--- config.mk ---
export PLATFORM = sky130hd
export DESIGN_NAME = rr_mux_arb
export DESIGN_NICKNAME = d
export VERILOG_FILES = /design/src/rtl/rr_mux_arb.sv
export SDC_FILE = /design/constraint.sdc
export NUM_CORES = 1
export LEC_CHECK = 0
export CAP_MARGIN = 0
export CELL_PAD_IN_SITES_DETAIL_PLACEMENT = 0
export CELL_PAD_IN_SITES_GLOBAL_PLACEMENT = 2
export CORE_MARGIN = 8
export CORE_UTILIZATION = 19
export DETAILED_ROUTE_END_ITERATION = 10
export GPL_TIMING_DRIVEN = 1
export MAX_ROUTING_LAYER = met4
export PLACE_DENSITY_LB_ADDON = 0.12
export SETUP_SLACK_MARGIN = 0.1
export SLEW_MARGIN = 5
export SYNTH_ARGS = -nofsm -noshare
export SYNTH_HDL_FRONTEND = slang
export SYNTH_SLANG_ARGS = --single-unit
--- constraint.sdc ---
create_clock -name clk -period 1.93 [get_ports clk]
set_input_delay 0.2895 -clock clk [delete_from_list [all_inputs] [get_ports clk]]
set_output_delay 0.2895 -clock clk [all_outputs]
set_load 0.01 [all_outputs]
--- src/rtl/rr_mux_arb.sv ---
`default_nettype none
// ============================================================================
// Module      : rr_mux_arb
// Description : Registered N:1 multiplexer with a built-in arbiter
//               (round-robin or fixed priority) and valid/ready handshakes
//               on every channel and on the single downstream port.
// Revision    : 1.0 - initial release
// ============================================================================
module rr_mux_arb #(
  parameter  int N     = 4,             // number of input channels, N >= 2
  parameter  int W     = 8,             // data width per channel
  parameter  int MODE  = 0,             // 0 = round-robin, 1 = fixed priority
  localparam int SEL_W = $clog2(N)      // channel index width
) (
  input  logic             clk,
  input  logic             rst_n,
  input  logic [N*W-1:0]   in_data,
  input  logic [N-1:0]     in_valid,
  output logic [N-1:0]     in_ready,
  output logic [W-1:0]     out_data,
  output logic             out_valid,
  input  logic             out_ready,
  output logic [SEL_W-1:0] out_sel
);

  // Channel count widened by one bit so the wrap compare cannot overflow.
  localparam logic [SEL_W:0]   c_n_ext = (SEL_W+1)'(N);
  // Highest legal channel index; the round-robin pointer wraps after it.
  localparam logic [SEL_W-1:0] c_last  = SEL_W'(N-1);

  // Output register and round-robin pointer.
  logic [W-1:0]     r_out_data;
  logic [SEL_W-1:0] r_out_sel;
  logic             r_out_valid;
  logic [SEL_W-1:0] r_ptr;

  // Arbitration and handshake wires.
  logic [SEL_W-1:0] w_search_base;
  logic [SEL_W:0]   w_cand;
  logic             w_found;
  logic [SEL_W-1:0] w_gnt;
  logic [N-1:0]     w_gnt_oh;
  logic             w_can_load;
  logic             w_xfer;
  logic [W-1:0]     w_gnt_data;
  logic [SEL_W-1:0] w_ptr_nxt;

  // Fixed priority always searches from channel 0; round-robin from the
  // pointer. Tying the base to zero lets both modes share one search loop.
  assign w_search_base = (MODE == 1) ? '0 : r_ptr;

  // The output register may accept a new beat when it is empty or is being
  // drained in this same cycle. Held low during reset so no channel sees
  // in_ready while rst_n is asserted.
  assign w_can_load = rst_n & (~r_out_valid | out_ready);

  // Ascending search from the base with wrap N-1 -> 0; first requester wins.
  always_comb begin
    w_found = 1'b0;
    w_gnt   = '0;
    w_cand  = '0;
    for (int k = 0; k < N; k++) begin
      w_cand = {1'b0, w_search_base} + (SEL_W+1)'(k);
      if (w_cand >= c_n_ext) begin
        w_cand = w_cand - c_n_ext;
      end
      if (!w_found && in_valid[w_cand[SEL_W-1:0]]) begin
        w_found = 1'b1;
        w_gnt   = w_cand[SEL_W-1:0];
      end
    end
  end

  // One-hot view of the winning channel; all zero when nobody requests.
  always_comb begin
    w_gnt_oh        = '0;
    w_gnt_oh[w_gnt] = w_found;
  end

  assign in_ready   = w_gnt_oh & {N{w_can_load}};
  assign w_xfer     = w_found & w_can_load;
  assign w_gnt_data = in_data[int'(w_gnt)*W +: W];

  // Next pointer is the channel after the winner, wrapping at N-1.
  assign w_ptr_nxt  = (w_gnt == c_last) ? '0 : w_gnt + SEL_W'(1);

  // Output beat register: load on input transfer, clear valid on a pure
  // drain, otherwise hold (covers the stall case). Data and select are
  // retained after a drain.
  always_ff @(posedge clk or negedge rst_n) begin
    if (!rst_n) begin
      r_out_valid <= 1'b0;
      r_out_data  <= '0;
      r_out_sel   <= '0;
    end else if (w_xfer) begin
      r_out_valid <= 1'b1;
      r_out_data  <= w_gnt_data;
      r_out_sel   <= w_gnt;
    end else if (r_out_valid && out_ready) begin
      r_out_valid <= 1'b0;
    end
  end

  // Round-robin pointer: advances only on an accepted input beat; stays at
  // zero in fixed-priority mode.
  always_ff @(posedge clk or negedge rst_n) begin
    if (!rst_n) begin
      r_ptr <= '0;
    end else if ((MODE == 0) && w_xfer) begin
      r_ptr <= w_ptr_nxt;
    end
  end

  assign out_data  = r_out_data;
  assign out_valid = r_out_valid;
  assign out_sel   = r_out_sel;

endmodule
`default_nettype wire

Yosys cells after proc, flatten, opt, wreduce, memory -nomap -nowiden
Index checks and enable logic that the tools add are counted.

Bits of input ports: 39. Register bits: 13. Logic and storage cells: 64. Output and inout bits: 15.

$lt $le $gt $ge: 10. Equal/unequal tests: 1. Shift operators: 1. Bitwise operators: 6. Reductions and logical operators: 9. $add $sub $neg: 8. Multiplexer cells: 25.

Operator list (count): 32-bit by 6-bit variable part select with 8-bit output (1); 2-bit two-way mux (9); 2-bit by 3-bit less-than comparator with 1-bit output (second input constant) (5); 1-bit two-way mux (11); 3-bit greater-or-equal comparator (second input constant) (3); 4-bit AND (2); 1-bit binary-select mux with 2-bit select (4); 2-bit by 1-bit subtractor with 2-bit output (second input constant) (4); 2-bit by 2-bit adder with 3-bit output (second input constant) (2); 1-bit logical AND (5); 2-bit by 1-bit adder with 3-bit output (second input constant) (1); 2-bit by 3-bit greater-or-equal comparator with 1-bit output (second input constant) (1); 1-bit zero test (3); 2-bit by 1-bit adder with 2-bit output (second input constant) (1); 1-bit AND (2); 1-bit demux with 2-bit select (1); 2-bit equality test (second input constant) (1); 2-bit by 1-bit greater-or-equal comparator with 1-bit output (second input constant) (1); 2-bit nonzero test (1); 1-bit NOT (1); 1-bit OR (1).

Depth between registers and ports, before layout
Gate-level depths: netlist (run 1).

Word-level depth: 20. Depth in mapped cells: 6. Mapped depth without buffers: 5.

Least setup slack after synthesis (run 1)
No wires, ideal clock.

Path kind: register to output. From: register r_ptr[0]. To: output in_ready[1]. Slack: 372 ps. Buffers on the path: 1. Arrival: 1269 ps. Required time: 1640 ps. Stages on the path, launching flop included: 6. Cells stage by stage: dfrtp_1 inv_1 a221oi_2 o22ai_2 buf_6 nor3_1.

Longest elaborated chain between the ends: 20. Elaborated cells on any way between the ends: 44. Classes of those cells: add/sub: 7; order compare: 6; mux: 22; bitwise: 2; reduce/logical: 7.

Ends and longest elaborated chain: from (decl) (line 35) `logic [SEL_W-1:0] r_ptr;`; from (signal assigned) (line 110) `r_ptr <= w_ptr_nxt;`; parallel branches: the longest is 18 deep, another holds 2-bit by 1-bit adder with 3-bit output; 4-bit AND (no source line) (*); 4-bit AND (*) (line 80) `assign in_ready = w_gnt_oh & {N{w_can_load}};`; to (decl) (line 19) `output logic [N-1:0] in_ready,`.

Mark *: on every way between the ends. The select of a mux whose other input is x is not followed.

Worst setup path in the final report (run 1)
From: register r_ptr[0]. To: output in_ready[2].

The elaborated chain is that of the path after synthesis.

==> results of run 1 <==
worst max path at each step:
stage / cells past startpoint / startpoint / endpoint
after floorplan: 5 / r_ptr[0] / in_ready[1]
after global placement: 5 / in_valid[3] / in_ready[2]
after detailed placement: 5 / in_valid[3] / in_ready[2]
after CTS: 6 / r_ptr[0] / in_ready[1]
after global routing: 6 / r_ptr[1] / in_ready[1]
final: 6 / r_ptr[0] / in_ready[2]
layout make-up:
type,instances,area [um2]
inverter,3,11.26
fill,427,2576
sequential,13,325.3
tap,52,65.06
timing repair buffer,74,729.5
multi-input combinational,61,541.8
clock buffer,4,45.04
per-stage QoR:
| step | power (mW) | setup TNS, ns | cell area, um2 | setup slack, ns | cells |
|---|---|---|---|---|---|
| 2_1_floorplan | 0.9207 | 0 | 832.0 | 0.3720 | 81 |
| 3_3_place_gp | 1.370 | -4.478 | 1494 | -0.5493 | 196 |
| 3_5_place_dp | 1.373 | -4.610 | 1494 | -0.5650 | 196 |
| 4_1_cts | 1.754 | 0 | 1628 | 0.01124 | 205 |
| 5_1_grt | 2.020 | -0.05317 | 1718 | -0.02791 | 207 |
| 6_report | 1.897 | 0 | 1718 | 0.03381 | 207 |
metal layers:
metal  up-vias  global-route usage  part of all wire
li1        451                   -                 -
met2        30              0.1523              0.48
met3         2             0.03355             0.060
met1       422              0.1109              0.46
met4         0             0.04035            0.0051
met5         -                   -                 0
state kept, by name, summed over array words and instances, names as in the netlist:
name       count
r_ptr          2
out_data       8
out_valid      1
out_sel        2
layout by cell type (no fill, tap or decap), drive strengths merged:
cell type,n
clkdlybuf4s50,45
o221a,1
or3,1
a21o,1
o221ai,9
xnor2,1
inv,3
a221oi,1
a21oi,2
buf,24
nor3,3
mux2i,16
nor2,2
o41ai,1
o21ai,1
clkbuf,6
and2b,3
dfrtp,13
o22ai,1
clkdlybuf4s15,3
nand2b,2
nand2,14
and3,2
worst max-delay path, stage by stage (launching register included):
cell	delay [ns]
dfrtp_1	0.36
and2b_2	0.25
nor2_2	0.17
o221a_4	0.21
buf_4	0.11
and3_1	0.14
buf_2	0.13
power groups by stage:
stage	Sequential, mW	Clock [mW]	Combinational [mW]
finish	0.449	0.246	1.20
global route	0.464	0.268	1.29
CTS	0.448	0.257	1.05
detailed placement	0.449	0	0.925
global placement	0.447	0	0.923
floorplan	0.492	0	0.428
kinds of logic after synthesis:
family	Yosys count	synth area share
xor gates and xnor gates	1	0.01053
AOI/OAI and AO/OA	17	0.1789
buffers and inverters	7	0.06014
muxes	16	0.1925
and+or+nand+nor	27	0.1669
DFF	13	0.3910
what timing repair did:
item,CTS,global route
endpoints found under the setup margin,13,12
buffers inserted,5,0
gates resized for setup,42,10
cloned,0,2
pin swaps,7,3
==> reports/metrics.cfg, run 1 <==
[power_and_ir_drop]
pwr_density_cell_nw_per_um2 = 1104
pwr-share-comb = 0.634
p_leak_nw = 0.7829
switchingPower_uw = 648.5
swShare = 0.3419
clkPwrFrac = 0.129
peakVddDrop_v = 0.0003180
internal_power_mw = 1.248
p_seq_frac = 0.237

[layout]
nNetsFinal = 195
syn_to_final_growth_pct = 106.5
post-route-util = 0.4001
diodes = 0
drive_gt1_frac = 0.3226

[die]
fp.dieH_um = 82.18
core_region_area_um2 = 4294
dieWidth_um = 82.18
initial_utilization = 0.1938
io-pin-count = 54
dieArea_um2 = 6753
core.rowCount = 24

[clock_network]
cts_tree = yes
clock_path_buffers = 2
clkLatencyLatePin_ns = 0.24
clock-sinks = 13
clockRootBuffer = clkbuf_8
htreeDepth = 1
numCtsBuffers = 3
holdBufCountCts = 0
clk_pin_slew_ns = 0.06

[setup_path]
ff2ff_path_depth = 8
cp-end-kind = output port
r2r-start = r_ptr[0]
worstPathArrival_ns = 1.61
start_kind = flip-flop
critPathRequiredTime_ns = 1.64
worstPathMaxFanout = 2
rr_endpoint = out_data[2]
reg2reg_slack_ns = 0.14
criticalPathCategory = reg -> out

[sta]
whs_ns = 0.4615
setup_viol = 0
slew_viol_final = 0
finClkSkew_ns = 0.0007918
slew_headroom = 0.8080
hold_viol = 0
fin_crit_sh = 0.9825
fmax_ghz = 0.5274
fin_crit_ns = 1.896
rsz0062_at_grt = yes
tightest_slew_ns = 0.2880

[detailed_routing]
drtIter0Drc = 37
drtPass1Iterations = 3
wl_per_cell_um = 16.11
drt_wl_total_um = 3334
post-route-drc-count = 0
viasPerCell = 4.372
ant_nets = 0
vias = 905

[synthesis]
ys_warn_count = 0
synth.top_cell.area_share = 0.3910
yosysSeqAreaShare = 0.3910
syn-cell-area_um2 = 832.0
netlist_instances = 81
yosysMostFrequentCell = mux2i_1
syn_area_per_cell_um2 = 10.27
synth_largest_area_cell = dfrtp_1
async_flop_share = 1.000
synthFlopType = dfrtp_1
synth_cell_types = 23
synth-edff-count = 0
synth_fp_nets = 120
yosys-top-cells-area = dfrtp_1, mux2i_1, o221ai_1
ys_ff_latch = 13
synth_common_cells = mux2i_1, dfrtp_1, nand2_1

[outcome]
status = completed

[worst_hold_path]
min_path_type = in -> async

[grt]
gr-total-overflow = 0
grtUsageTotal = 0.09723
grt_pass1_wl_um = 4761
grt_pass1_vias = 1026
grt_antenna_before_repair = 0
grt_start_max_net_pins = 18

[placement]
hpwl_um = 2358
gp_congestion = 0.7427
io_buffers = 53

[run]
drv_cap = 0

Power figures use the tool's default switching activity.
==> run 2, diff against run 1 <==
Clock period 1.93 ns to 2 ns, I/O delays scaled along.
==> reports/metrics.cfg, run 2 (synthesized netlist as in run 1, its figures left out) <==
[outcome]
status = completed  ; unchanged

[setup_path]
cp-end-kind = output port  ; unchanged
start_kind = flip-flop  ; unchanged
critPathRequiredTime_ns = 1.70  ; was 1.64 ns
worstPathMaxFanout = 3  ; was 2
criticalPathCategory = reg -> out  ; unchanged
worstPathArrival_ns = 1.59  ; was 1.61 ns

[die]
core_region_area_um2 = 4294  ; unchanged
core.rowCount = 24  ; unchanged
io-pin-count = 54  ; unchanged
dieWidth_um = 82.18  ; unchanged
dieArea_um2 = 6753  ; unchanged
fp.dieH_um = 82.18  ; unchanged
initial_utilization = 0.1938  ; unchanged

[placement]
preCtsSetupSlack_ns = -0.4958  ; was -0.5650 ns
io_buffers = 53  ; unchanged
gp_congestion = 0.7335  ; was 0.7427
placedCellCount = 195  ; was 196
dpl_cell_area_um2 = 1486  ; was 1494 um2
hpwl_um = 2347  ; was 2358 um

[sta]
hold_viol = 0  ; unchanged
slew_viol_final = 0  ; unchanged
fin_crit_ns = 1.894
whs_ns = 0.4305  ; was 0.4615 ns
slew_headroom = 0.8160  ; was 0.8080
tightest_slew_ns = 0.2731  ; was 0.2880 ns
rsz0062_at_grt = yes  ; unchanged
setup_ws_ns = 0.1055  ; was 0.03381 ns
fin_crit_sh = 0.9472
finClkSkew_ns = 0.001145  ; was 0.0007918 ns
fmax_ghz = 0.5278
setup_viol = 0  ; unchanged

[clock_network]
clkLatencyLatePin_ns = 0.24  ; about the same
clock-sinks = 13  ; unchanged
htreeDepth = 1  ; unchanged
clock_path_buffers = 2  ; unchanged
clockRootBuffer = clkbuf_8  ; unchanged
cts_tree = yes  ; unchanged
clk_pin_slew_ns = 0.06  ; about the same
numCtsBuffers = 3  ; unchanged

[detailed_routing]
post-route-drc-count = 0  ; unchanged
drtPass1Iterations = 4  ; was 3
drt_wl_total_um = 2976  ; was 3334 um
wl_per_cell_um = 14.59  ; was 16.11 um
ant_nets = 0  ; unchanged
vias = 902  ; was 905
drtIter0Drc = 22  ; was 37
viasPerCell = 4.422  ; was 4.372

[layout]
nNetsFinal = 192  ; was 195
syn_to_final_growth_pct = 89.47  ; was 106.5%
layout_common_cells = clkdlybuf4s50_1, buf_4, mux2i_1, dfrtp_1, nand2_1  ; was clkdlybuf4s50_1, mux2i_1, buf_4, dfrtp_1, nand2_1
largest_register_ffs = 8  ; unchanged
drive_gt1_frac = 0.2566  ; was 0.3226
final_cells = 204  ; was 207
stdcell_area_um2 = 1577  ; was 1718 um2
final_common_cell = clkdlybuf4s50_1  ; unchanged
diodes = 0  ; unchanged

[run]
drv_cap = 0  ; unchanged

[grt]
grtUsageMet3 = 0.04004  ; was 0.03355
use_met1 = 0.1038  ; was 0.1109
grt_pass1_wl_um = 4595  ; was 4761 um
grtUsageTotal = 0.09141  ; was 0.09723
grt_antenna_before_repair = 0  ; unchanged
grt.busiest_layer = met2  ; unchanged
gr-total-overflow = 0  ; unchanged
grt_pass1_vias = 1001  ; was 1026
grt_use_met2 = 0.1429  ; was 0.1523
grt_start_max_net_pins = 18  ; unchanged

[power_and_ir_drop]
pwr_density_cell_nw_per_um2 = 1010  ; was 1104 nW/um2
peakVddDrop_v = 0.0002973  ; was 0.0003180 V
totalPowerFinal_mw = 1.592  ; was 1.897 mW
p_leak_nw = 0.7385  ; was 0.7829 nW

[worst_hold_path]
min_path_type = in -> async  ; unchanged

## run 2: cell types whose count changed in the layout (fill, tap and decap cells not counted), sizes merged
cell	before	now
clkdlybuf4s15	3	1
clkbuf	6	7
dlygate4sd2	0	1
buf	24	21
## run 2: what timing repair did
action                     in CTS  in global routing
setup endpoints to repair      12                  5
hold buffers                    0                  0
setup buffers                   2                  3
gates resized for setup        20                 12
pin swaps                       2                  5
## run 2: per-stage QoR
stage	util	setup TNS, ns
after floorplan	-	0
after global placement	0.3462	-3.621
after detailed placement	0.3462	-3.686
after CTS	0.3601	-0.001529
after global routing	0.3671	0
final	0.3671	0
## run 2: per-layer routing
metal | share of wire | vias up
li1 | - | 446
met1 | 0.45 | 419
met2 | 0.46 | 33
met3 | 0.082 | 4
met4 | 0.010 | 0
met5 | 0 | -
## run 2: area by class of cell
class | count | area, um2
inverters | 3 | 11.26
fillers | 439 | 2718
repair buffers | 71 | 638.1
multi-input cells | 61 | 491.7
well taps | 52 | 65.06
clock buffers | 4 | 45.04
flip-flops and latches | 13 | 325.3
## run 2: final timing paths
kind | from | endpoint | slack, ns | depth (start not counted)
worst max-delay path | r_ptr[1] | in_ready[1] | 0.11 | 6
max in group asynchronous | rst_n | out_data[5] | 1.40 | 2
min in group clk | out_data[0] | out_data[0] | 0.49 | 2
worst min register to register | out_data[0] | out_data[0] | 0.49 | 2
worst max register to register | r_ptr[0] | out_data[6] | 0.21 | 7
worst min-delay path | rst_n | r_ptr[0] | 0.43 | 2
## run 2: power breakdown
group          switching [mW]  internal [mW]  leakage, nW
Combinational           0.394          0.534        0.558
Sequential             0.0609          0.369        0.158
Clock                  0.0932          0.141       0.0228
## run 2: critical path, stage by stage, from the launching register on
cell and delay [ns]:
dfrtp_1 0.37, a21oi_1 0.08, or3_4 0.35, o221a_4 0.13, buf_4 0.13, nor3_2 0.14, buf_2 0.15
==> run 3, diff against run 2 <==
--- a/config.mk
+++ b/config.mk
@@ -10,5 +10,6 @@
 export CELL_PAD_IN_SITES_GLOBAL_PLACEMENT = 2
 export CORE_MARGIN = 8
-export CORE_UTILIZATION = 19
+export CORE_UTILIZATION = 20
+export CTS_BUF_LIST = sky130_fd_sc_hd__clkbuf_2
 export DETAILED_ROUTE_END_ITERATION = 10
 export GPL_TIMING_DRIVEN = 1
@@ -16,4 +17,5 @@
 export PLACE_DENSITY_LB_ADDON = 0.12
 export SETUP_SLACK_MARGIN = 0.1
+export SKIP_CTS_REPAIR_TIMING = 1
 export SLEW_MARGIN = 5
 export SYNTH_ARGS = -nofsm -noshare
==> constraint.sdc (replaced) <==
create_clock -name clk -period 2 [get_ports clk]
set_input_delay 0.2 -clock clk [delete_from_list [all_inputs] [get_ports clk]]
set_output_delay 0.2 -clock clk [all_outputs]
set_load 0.01 [all_outputs]
==> reports/metrics.cfg, run 3 (synthesized netlist as in run 1, its figures left out) <==
[die]
fp.dieH_um = 80.50  ; was 82.18 um
core.rowCount = 23  ; was 24
dieArea_um2 = 6480  ; was 6753 um2
initial_utilization = 0.2080  ; was 0.1938
io-pin-count = 54  ; unchanged
dieWidth_um = 80.50  ; was 82.18 um
core_region_area_um2 = 4000  ; was 4294 um2

[grt]
grt_start_max_net_pins = 19  ; was 18
grtUsageTotal = 0.09516  ; was 0.09141
gr-total-overflow = 0  ; unchanged
grt_pass1_vias = 990  ; was 1001
grt_antenna_before_repair = 0  ; unchanged
grt_pass1_wl_um = 4657  ; was 4595 um

[placement]
gp_congestion = 0.7417  ; was 0.7335
io_buffers = 53  ; unchanged
hpwl_um = 2361  ; was 2347 um
placedCellCount = 192  ; was 195

[detailed_routing]
ant_nets = 0  ; unchanged
drtPass1Iterations = 4  ; unchanged
viasPerCell = 4.515  ; was 4.422
vias = 885  ; was 902
drt_wl_total_um = 2898  ; was 2976 um
wl_per_cell_um = 14.79  ; was 14.59 um
post-route-drc-count = 0  ; unchanged
drtIter0Drc = 17  ; was 22

[sta]
finClkSkew_ns = 0.007173  ; was 0.001145 ns
fin_setup_tns_ns = 0  ; unchanged
hold_viol = 0  ; unchanged
tightest_slew_ns = 0.3032  ; was 0.2731 ns
setup_viol = 0  ; unchanged
slew_headroom = 0.7979  ; was 0.8160
fin_crit_ns = 1.860  ; was 1.894 ns
fmax_ghz = 0.5376  ; was 0.5278 GHz
slew_viol_final = 0  ; unchanged
fin_crit_sh = 0.9301  ; was 0.9472
rsz0062_at_grt = yes  ; unchanged
whs_ns = 0.3217  ; was 0.4305 ns

[layout]
fillers = 416  ; was 439
post-route-util = 0.3819  ; was 0.3671
final_common_cell = clkdlybuf4s50_1  ; unchanged
final_cells = 196  ; was 204
layout_common_cells = clkdlybuf4s50_1, mux2i_1, dfrtp_1, nand2_1, buf_4  ; was clkdlybuf4s50_1, buf_4, mux2i_1, dfrtp_1, nand2_1
drive_gt1_frac = 0.1849  ; was 0.2566
seq_area_um2 = 325.3  ; unchanged
nNetsFinal = 186  ; was 192
multiInputGateArea_um2 = 478.0  ; was 491.7 um2
syn_to_final_growth_pct = 83.61  ; was 89.47%
diodes = 0  ; unchanged
largest_register_ffs = 8  ; unchanged

[clock_network]
cts_tree = yes  ; unchanged
htreeDepth = 1  ; unchanged
clock-sinks = 13  ; unchanged
clk_pin_slew_ns = 0.13  ; was 0.06 ns
numCtsBuffers = 3  ; unchanged
clkLatencyLatePin_ns = 0.27  ; was 0.24 ns
clock_path_buffers = 2  ; unchanged
clockRootBuffer = clkbuf_2  ; was clkbuf_8

[setup_path]
start_kind = flip-flop  ; unchanged
reg2reg_slack_ns = 0.28  ; was 0.21 ns
critPathRequiredTime_ns = 1.80  ; was 1.70 ns
worstPathMaxFanout = 3  ; unchanged
cp-end-kind = output port  ; unchanged
criticalPathCategory = reg -> out  ; unchanged
rr_endpoint = out_data[7]  ; was out_data[6]
r2r-start = r_ptr[0]  ; unchanged
ff2ff_path_depth = 6  ; was 7
worstPathArrival_ns = 1.66  ; was 1.59 ns

[run]
drv_cap = 0  ; unchanged

[outcome]
status = completed  ; unchanged

[power_and_ir_drop]
peakVddDrop_v = 0.0003676  ; was 0.0002973 V
p_leak_nw = 0.7695  ; was 0.7385 nW
totalPowerFinal_mw = 1.414  ; was 1.592 mW
pwr_density_cell_nw_per_um2 = 925.5  ; was 1010 nW/um2

[worst_hold_path]
min_path_type = in -> async  ; unchanged

-- run 3: cell count changes in the layout (fill, tap and decap cells not counted), moves of 2 or more --
cell	before	now
buf_2	3	1
dlymetal6s2s_1	0	6
buf_4	17	12
clkbuf_8	3	0
-- run 3: layer usage --
metal / up-vias / wire (um) / global-route usage
li1: 436 / - / -
met1: 419 / 1315 / 0.1109
met2: 28 / 1391 / 0.1451
met3: 2 / 171 / 0.03348
met4: 0 / 19 / 0.03818
met5: - / 0 / -
-- run 3: where the power goes --
part	switching, mW	total [mW]	leakage, nW	internal, mW
registers	0.0550	0.422	0.158	0.367
clock network	0.0854	0.138	0.0166	0.0530
logic	0.377	0.853	0.595	0.477
total	0.517	1.41	0.769	0.897
-- run 3: area by class of cell --
type                       count  share of cell area
timing repair buffer          65              0.4128
sequential                    13              0.2129
tap                           50             0.04095
clock buffer                   4             0.01310
inverter                       3            0.007371
multi-input combinational     61              0.3129
-- run 3: worst max-delay path by stage --
stage                startpoint     endpoint
detailed placement  in_valid[3]  in_ready[2]
CTS                 in_valid[3]  in_ready[2]
global placement    in_valid[3]  in_ready[0]
global route           r_ptr[0]  in_ready[2]
finish                 r_ptr[0]  in_ready[2]
floorplan              r_ptr[0]  in_ready[1]
-- run 3: per-stage QoR --
step,area [um2],setup WS [ns]
finish,1528,0.1398
detailed placement,1476,-0.2994
global placement,1476,-0.2675
global route,1528,0.02900
CTS,1496,-0.3180
floorplan,832.0,0.5315
-- run 3: critical path, cell delays in order, from the launching register on --
cell and delay (ns):
dfrtp_1 0.36, inv_1 0.08, or3_4 0.38, o221a_2 0.14, buf_4 0.14, and3_1 0.13
dlymetal6s2s_1 0.17
